===== src/rtl/bram_refill_arbiter.sv =====
// Shares one BRAM line port between the I-cache and D-cache. Grant is registered (mem_req one cycle after req),
// completion (rdy) is combinational on mem_valid; one transaction in flight, loser waits holding its req.
module bram_refill_arbiter #(
  parameter int ADDR_BITS       = 15,
  parameter int LINE_BITS       = 128,
  parameter int MAX_DATA_STREAK = 4,
  parameter int TIMEOUT_CYCLES  = 64
) (
  input  logic                 HCLK,
  input  logic                 HRESETn,
  input  logic                 i_req,
  input  logic                 i_write,
  input  logic [ADDR_BITS-1:0] i_addr,
  input  logic [LINE_BITS-1:0] i_wdata,
  output logic                 i_rdy,
  input  logic                 d_req,
  input  logic                 d_write,
  input  logic [ADDR_BITS-1:0] d_addr,
  input  logic [LINE_BITS-1:0] d_wdata,
  output logic                 d_rdy,
  output logic [LINE_BITS-1:0] rdata,
  output logic                 err,
  output logic                 mem_req,
  output logic                 mem_write,
  output logic [ADDR_BITS-1:0] mem_addr,
  output logic [LINE_BITS-1:0] mem_wdata,
  input  logic [LINE_BITS-1:0] mem_rdata,
  input  logic                 mem_valid
);

  typedef enum logic [1:0] {IDLE, I_BUSY, D_BUSY} state_t;

  localparam logic [3:0] STREAK_MAX = 4'(MAX_DATA_STREAK);
  localparam logic [7:0] TIMER_LAST = 8'(TIMEOUT_CYCLES - 1);

  state_t     state, state_nxt;
  logic [3:0] streak;
  logic [7:0] timer;
  logic       grant_d;
  logic       timeout;
  logic       done;

  // Data wins unless the instruction side has already been passed over too often.
  assign grant_d = d_req && !(i_req && (streak >= STREAK_MAX));
  assign timeout = (state != IDLE) && (timer == TIMER_LAST);
  assign done    = i_rdy | d_rdy;
  assign rdata   = err ? '0 : mem_rdata;

  always_ff @(posedge HCLK) begin
    if (!HRESETn) state <= IDLE;
    else          state <= state_nxt;
  end

  always_comb begin
    state_nxt = state;
    i_rdy     = 1'b0;
    d_rdy     = 1'b0;
    err       = 1'b0;
    case (state)
      IDLE: begin
        if (grant_d)    state_nxt = D_BUSY;
        else if (i_req) state_nxt = I_BUSY;
      end
      I_BUSY: begin
        if (mem_valid || timeout) begin
          i_rdy     = 1'b1;
          err       = !mem_valid;
          state_nxt = IDLE;
        end
      end
      D_BUSY: begin
        if (mem_valid || timeout) begin
          d_rdy     = 1'b1;
          err       = !mem_valid;
          state_nxt = IDLE;
        end
      end
      default: state_nxt = IDLE;
    endcase
  end

  always_ff @(posedge HCLK) begin
    if (!HRESETn) begin
      mem_req   <= 1'b0;
      mem_write <= 1'b0;
      mem_addr  <= '0;
      mem_wdata <= '0;
      streak    <= '0;
      timer     <= '0;
    end else if (state == IDLE) begin
      timer <= '0;
      if (grant_d) begin
        mem_req   <= 1'b1;
        mem_write <= d_write;
        mem_addr  <= d_addr;
        mem_wdata <= d_wdata;
        if (!i_req)              streak <= '0;
        else if (streak != 4'hF) streak <= streak + 4'd1;
      end else if (i_req) begin
        mem_req   <= 1'b1;
        mem_write <= i_write;
        mem_addr  <= i_addr;
        mem_wdata <= i_wdata;
        streak    <= '0;
      end else begin
        mem_req <= 1'b0;
      end
    end else if (done) begin
      mem_req <= 1'b0;
      timer   <= '0;
    end else begin
      timer <= timer + 8'd1;
    end
  end

endmodule


===== config.mk =====
export PLATFORM = sky130hd
export DESIGN_NAME = bram_refill_arbiter
export DESIGN_NICKNAME = d
export VERILOG_FILES = /design/src/rtl/bram_refill_arbiter.sv
export SDC_FILE = /design/constraint.sdc
export NUM_CORES = 1
export LEC_CHECK = 0
export ABC_AREA = 0
export CAP_MARGIN = 20
export CORE_AREA = 2 2 269 271
export CTS_CLUSTER_DIAMETER = 120
export DETAILED_ROUTE_END_ITERATION = 8
export DIE_AREA = 0 0 271 273
export GPL_TIMING_DRIVEN = 0
export SYNTH_ARGS = -nofsm -noshare
export SYNTH_HDL_FRONTEND = slang
export SYNTH_SLANG_ARGS = --single-unit

===== constraint.sdc =====
create_clock -name HCLK -period 3 [get_ports HCLK]
set_clock_uncertainty 0.05 [all_clocks]
set_input_delay 0.75 -clock HCLK [delete_from_list [all_inputs] [get_ports HCLK]]
set_output_delay 0.75 -clock HCLK [all_outputs]
set_load 0.05 [all_outputs]

==> results of run 1 <==
==> logic make-up (layout without fill, tap and decap cells) <==
family | Yosys count | in the layout | share of synthesized area
compound gates | 301 | 301 | 0.220
buf+inv | 100 | 845 | 0.0778
xor+xnor | 6 | 6 | 0.00674
flops | 159 | 159 | 0.408
fa+ha+maj | 5 | 5 | 0.00802
simple gates | 452 | 452 | 0.279
other cells | 0 | 5 | 0
==> layer usage <==
layer / part of all wire / track usage / routed length (µm)
met5: 0.00090 / 0 / 55
met4: 0.044 / 0.0836 / 2710
met3: 0.078 / 0.0543 / 4750
met2: 0.50 / 0.278 / 30600
met1: 0.37 / 0.166 / 22800
==> Yosys cell counts (all sizes together) <==
cell / count / area, µm²
o32ai: 1 / 8.76
xor2: 5 / 43.8
nand4: 3 / 18.8
inv: 4 / 15.0
a21oi: 1 / 5.00
nand4b: 1 / 8.76
buf: 61 / 459
o2bb2ai: 2 / 17.5
o21ai: 148 / 748
and2: 130 / 896
dfxtp: 159 / 3180
a31oi: 144 / 901
nor2b: 4 / 25.0
ha: 5 / 62.6
xnor2: 1 / 8.76
o21a: 1 / 7.51
and3: 2 / 12.5
a21boi: 4 / 30.0
nand3b: 1 / 7.51
and2b: 1 / 7.51
nand3: 3 / 15.0
clkbuf: 35 / 133
and4: 1 / 8.76
nor4b: 1 / 23.8
nor2: 9 / 33.8
nand2: 296 / 1120
==> worst paths after layout <==
check                 start             to  slack (ns)  cells after the start
setup / recovery   state[0]      rdata[91]      -0.002                      9
hold / removal    streak[1]      streak[1]        0.43                      2
setup reg to reg   state[0]  mem_wdata[50]        0.53                      9
hold reg to reg   streak[1]      streak[1]        0.43                      2
==> where the power goes <==
group / total (µW) / switching (µW) / internal (µW)
clock: 2390 / 1040 / 1360
sequential: 2540 / 151 / 2390
combinational: 3860 / 2350 / 1510
==> final cells by class <==
type,instances,share of cell area
Clock buffer,20,0.0260
Timing Repair Buffer,714,0.436
Sequential cell,159,0.181
Inverter,4,0.000853
Antenna cell,5,0.000711
Clock inverter,12,0.00889
Multi-Input combinational cell,764,0.242
Tap cell,950,0.0676
Buffer,95,0.0363
==> state kept, by name (all words and copies together) (netlist names) <==
register   count
timer          8
mem_req        1
mem_wdata    128
mem_addr      15
mem_write      1
streak         4
state          2
==> per-stage QoR <==
step                 util  area (µm²)  TNS (ns)
finish              0.248       17600  -0.00301
floorplan               -        7800         0
global placement    0.225       15900   -132.36
global route        0.248       17600     -5.41
detailed placement  0.225       15900   -134.14
CTS                 0.241       17100    -17.20
==> tightest hold or removal path, delay by kind of cell, from the launching register on <==
kind,cells,cell delay [ns]
compound gates,1,0.06
simple gates,1,0.05
flops,1,0.32
==> timing repair <==
action                                 4_1_cts  5_1_grt
setup endpoints to repair                  131      130
gates resized for setup                   1017       93
pin swaps                                   11       23
gates cloned                                 1        4
endpoints found under the hold margin        0        0
buffers inserted                             7        6
==> results.toml, run 1 <==
[sta]
max_freq_mhz = 333
period_share = 1.00
finalCriticalPeriod_ns = 3.00
worst_pin_slew_ns = 0.836
hold_violations = 0
slew_headroom = 0.443
timing.hold.ws_ns = 0.428
rsz0062_at_grt = "yes"
slew_viol_final = 0
setup_viol = 3
fin_ws_ns = -0.00153

[global_routing]
grt_pass1_wl_um = 81800
grt_use_total = 0.158
grt_pass1_vias = 10400
grt_start_max_net_pins = 17
overflow = 0
grt_antenna_before_repair = 10

[floorplanning]
design.core.area_mm2 = 0.0710
num_rows = 98
io_pins = 697
die_w_um = 271
die_y_um = 273
die-area_mm2 = 0.0740
initial_core_util = 0.110

[layout]
fillers = 7674
seq_area_mm2 = 0.00319
area_delta_synth_final_pct = 126
finalNonFillerCells = 2723
final_cell_mix = "563 x clkdlybuf4s50_1, 294 x nand2_1, 155 x dfxtp_1, 146 x o21ai_0, 144 x a31oi_1"
nets = 2181
multi_input_area_mm2 = 0.00426
layout_commonest_cell = "clkdlybuf4s50_1"
drive_above_1_share = 0.212

[clocking]
clockRootBuffer = "clkbuf_16"
cts.clk_slew.worst_paths_ns = 0.07
h-tree-depth = 4
cts_buffer_depth = 2
cts_made_buffers = 17
cts_sinks = 159
cts_tree = "yes"
cts_hold_buf = 0
clk_latency_ns = 0.46

[placed_design]
dp_slack_ns = -1.07
placedCellCount = 2668
dp_hpwl_um = 49800
port_buffers = 695
gp_congestion = 1.02

[yosys]
synth.distinct_cells = 34
synth.avg_cell_area_um2 = 7.63
yosysWarnings = 0
synth-seq-cells = 159
ys_seq_area_frac = 0.408
synth_nets = 1449
syn_area_mm2 = 0.00780
syn_inst = 1023

[critical_path]
cp_slowest_cell = "dfxtp_2"
worstPathRequired_ns = 2.20
worstPathCellList = "inv_2, ha_4, nor4b_4, and2_4, nand2_8, clkbuf_16, buf_8, and2_4, buf_8"
critPathBufInv = 4
crit_fanout = 10
max_stage_delay_ns = 0.34
critPathTopFamily = "simple AND/OR/NAND/NOR gates"
worstSetupStartpointType = "flop"
path_class = "reg -> out"
worst_ep_arrival_time_ns = 2.20
crit_path_end_kind = "output port"

[power]
ir_worst_vdd_uv = 281
total_power_uw = 8800
p_leak_uw = 0.00691
p_per_area_mw_per_mm2 = 500

[drt]
vias = 10400
vias_per_cell = 3.84
ant_nets = 0
detail_route.wl_per_cell_um = 22.4
finalWirelength_um = 61000
drt_iter0_markers = 473
drt-pass1-iter-count = 5
drc = 0

[run_status]
violations = "negative setup slack"
status = "finished, violations left"

[run]
cap_violations = 0

[worst_hold_path]
hp-class = "reg -> reg"
Power figures use the tool's default switching activity.
==> inputs of run 2 (changes only) <==
==> constraint.sdc (replaced) <==
create_clock -name HCLK -period 2.9 [get_ports HCLK]
set_clock_uncertainty 0.05 [all_clocks]
set_input_delay 0.725 -clock HCLK [delete_from_list [all_inputs] [get_ports HCLK]]
set_output_delay 0.725 -clock HCLK [all_outputs]
set_load 0.05 [all_outputs]
==> run 2 against run 1 <==
The flow still finishes with violations (negative setup slack); register-to-register slack lost 0.04 ns; non-clock buffer count is the same; combinational power grew 3%; critical path depth is the same; global-route usage is essentially flat; flip-flop and latch count is the same; utilization shrank 0.056 points; critical endpoint is now rdata[77]; largest power group unchanged.
==> results.toml, run 2 (synthesis results as in run 1) <==
[layout]
seq_area_mm2 = 0.00319
final_cell_mix = "564 x clkdlybuf4s50_1, 294 x nand2_1, 156 x dfxtp_1, 146 x o21ai_0, 144 x a31oi_1"
multi_input_area_mm2 = 0.00424
largest_register_ffs = 128
nets = 2181
fillers = 7663
drive_above_1_share = 0.208
finalNonFillerCells = 2720
top_register = "mem_wdata"
reg_top3 = "mem_wdata x128, mem_addr x15, timer x8"
layout_commonest_cell = "clkdlybuf4s50_1"
area_delta_synth_final_pct = 125
post-route-util = 0.247

[global_routing]
grt_use_total = 0.158
grt_pass1_vias = 10400
grt_pass1_wl_um = 81700
grt_start_max_net_pins = 20
grt_antenna_before_repair = 10
overflow = 0

[critical_path]
worst_ep_arrival_time_ns = 2.28
worstSetupStartpointType = "flop"
path_class = "reg -> out"
crit_path_end_kind = "output port"
crit_start = "state[0]"
critPathBufInv = 4
max_stage_delay_ns = 0.35
cp_slowest_cell = "dfxtp_2"
worstPathRequired_ns = 2.12
critPathTopFamily = "simple AND/OR/NAND/NOR gates"
crit_fanout = 6
worstPathCellList = "inv_2, ha_4, nor4b_4, and2_4, nand2_8, clkbuf_16, clkbuf_16, and2_4, buf_6"
r2r_start = "state[0]"

[sta]
tns_ns = -15.37
worst_pin_slew_ns = 0.781
max_freq_mhz = 328
fin_ws_ns = -0.151
slew_viol_final = 0
hold_violations = 0
slew_headroom = 0.478
setup_viol = 128
period_share = 1.05
rsz0062_at_grt = "yes"
finalCriticalPeriod_ns = 3.05

[run_status]
status = "finished, violations left"
violations = "negative setup slack"

[power]
p_per_area_mw_per_mm2 = 517
p_leak_uw = 0.00688
total_power_uw = 9080
ir_worst_vdd_uv = 291

[floorplanning]
die-area_mm2 = 0.0740
die_w_um = 271
num_rows = 98
design.core.area_mm2 = 0.0710
die_y_um = 273
io_pins = 697
initial_core_util = 0.110

[clocking]
clk_latency_ns = 0.46
cts_buffer_depth = 2
cts_made_buffers = 17
cts_tree = "yes"
h-tree-depth = 4
clockRootBuffer = "clkbuf_16"
cts.clk_slew.worst_paths_ns = 0.07
cts_sinks = 159

[drt]
drt_iter0_markers = 527
vias = 10500
drt-pass1-iter-count = 5
vias_per_cell = 3.86
finalWirelength_um = 60900
ant_nets = 0
drc = 0
detail_route.wl_per_cell_um = 22.4

[placed_design]
gp_congestion = 1.02
dp_slack_ns = -1.12
port_buffers = 695
dp_hpwl_um = 49800
placedCellCount = 2668

[worst_hold_path]
worstHoldStart = "timer[0]"
hp-class = "reg -> reg"

[run]
cap_violations = 0
-- run 2: cell types whose count changed in the layout (fill, tap and decap cells not counted), sizes merged --
cell	change
buf	+2
clkbuf	-1
clkdlybuf4s15	-1
clkdlybuf4s50	+1
diode	-3
dlymetal6s2s	-1
-- run 2: routing by layer --
metal,share of wire,vias up,track usage
met5,0.00061,-,0
met1,0.38,4914,0.169
met4,0.042,6,0.0711
li1,-,4954,-
met3,0.077,88,0.0512
met2,0.50,530,0.282
-- run 2: worst paths after layout --
| path | to | cells past startpoint | slack [ns] |
|---|---|---|---|
| setup / recovery | rdata[77] | 9 | -0.15 |
| hold / removal | timer[0] | 1 | 0.40 |
| setup reg to reg | mem_wdata[96] | 8 | 0.49 |
| hold reg to reg | timer[0] | 1 | 0.40 |
-- run 2: layout make-up --
cell class | count | area share
clock buffer | 20 | 0.0260
buffer | 94 | 0.0358
clock inverter | 12 | 0.00891
multi-input combinational | 764 | 0.241
timing repair buffer | 715 | 0.437
inverter | 4 | 0.000855
antenna | 2 | 0.000285
tap | 950 | 0.0677
sequential | 159 | 0.182
-- run 2: repair_timing --
action | 4_1_cts | 5_1_grt
setup endpoints to repair | 143 | 129
endpoints found under the hold margin | 0 | 0
hold buffers | 0 | 0
cloned | 1 | 4
gates resized for setup | 1022 | 84
buffers inserted | 10 | 5
pin swaps | 11 | 22
-- run 2: where the power goes --
| group | switching [µW] | internal [µW] |
|---|---|---|
| logic | 2420 | 1560 |
| registers | 156 | 2470 |
| clock network | 1070 | 1400 |
| total | 3650 | 5430 |
-- run 2: metrics by stage --
| step | instance area, µm² | hold slack, ns |
|---|---|---|
| 2_1_floorplan | 7800 | 0.392 |
| 3_3_place_gp | 15900 | 0.409 |
| 3_5_place_dp | 15900 | 0.424 |
| 4_1_cts | 17100 | 0.433 |
| 5_1_grt | 17600 | 0.430 |
| 6_report | 17600 | 0.405 |
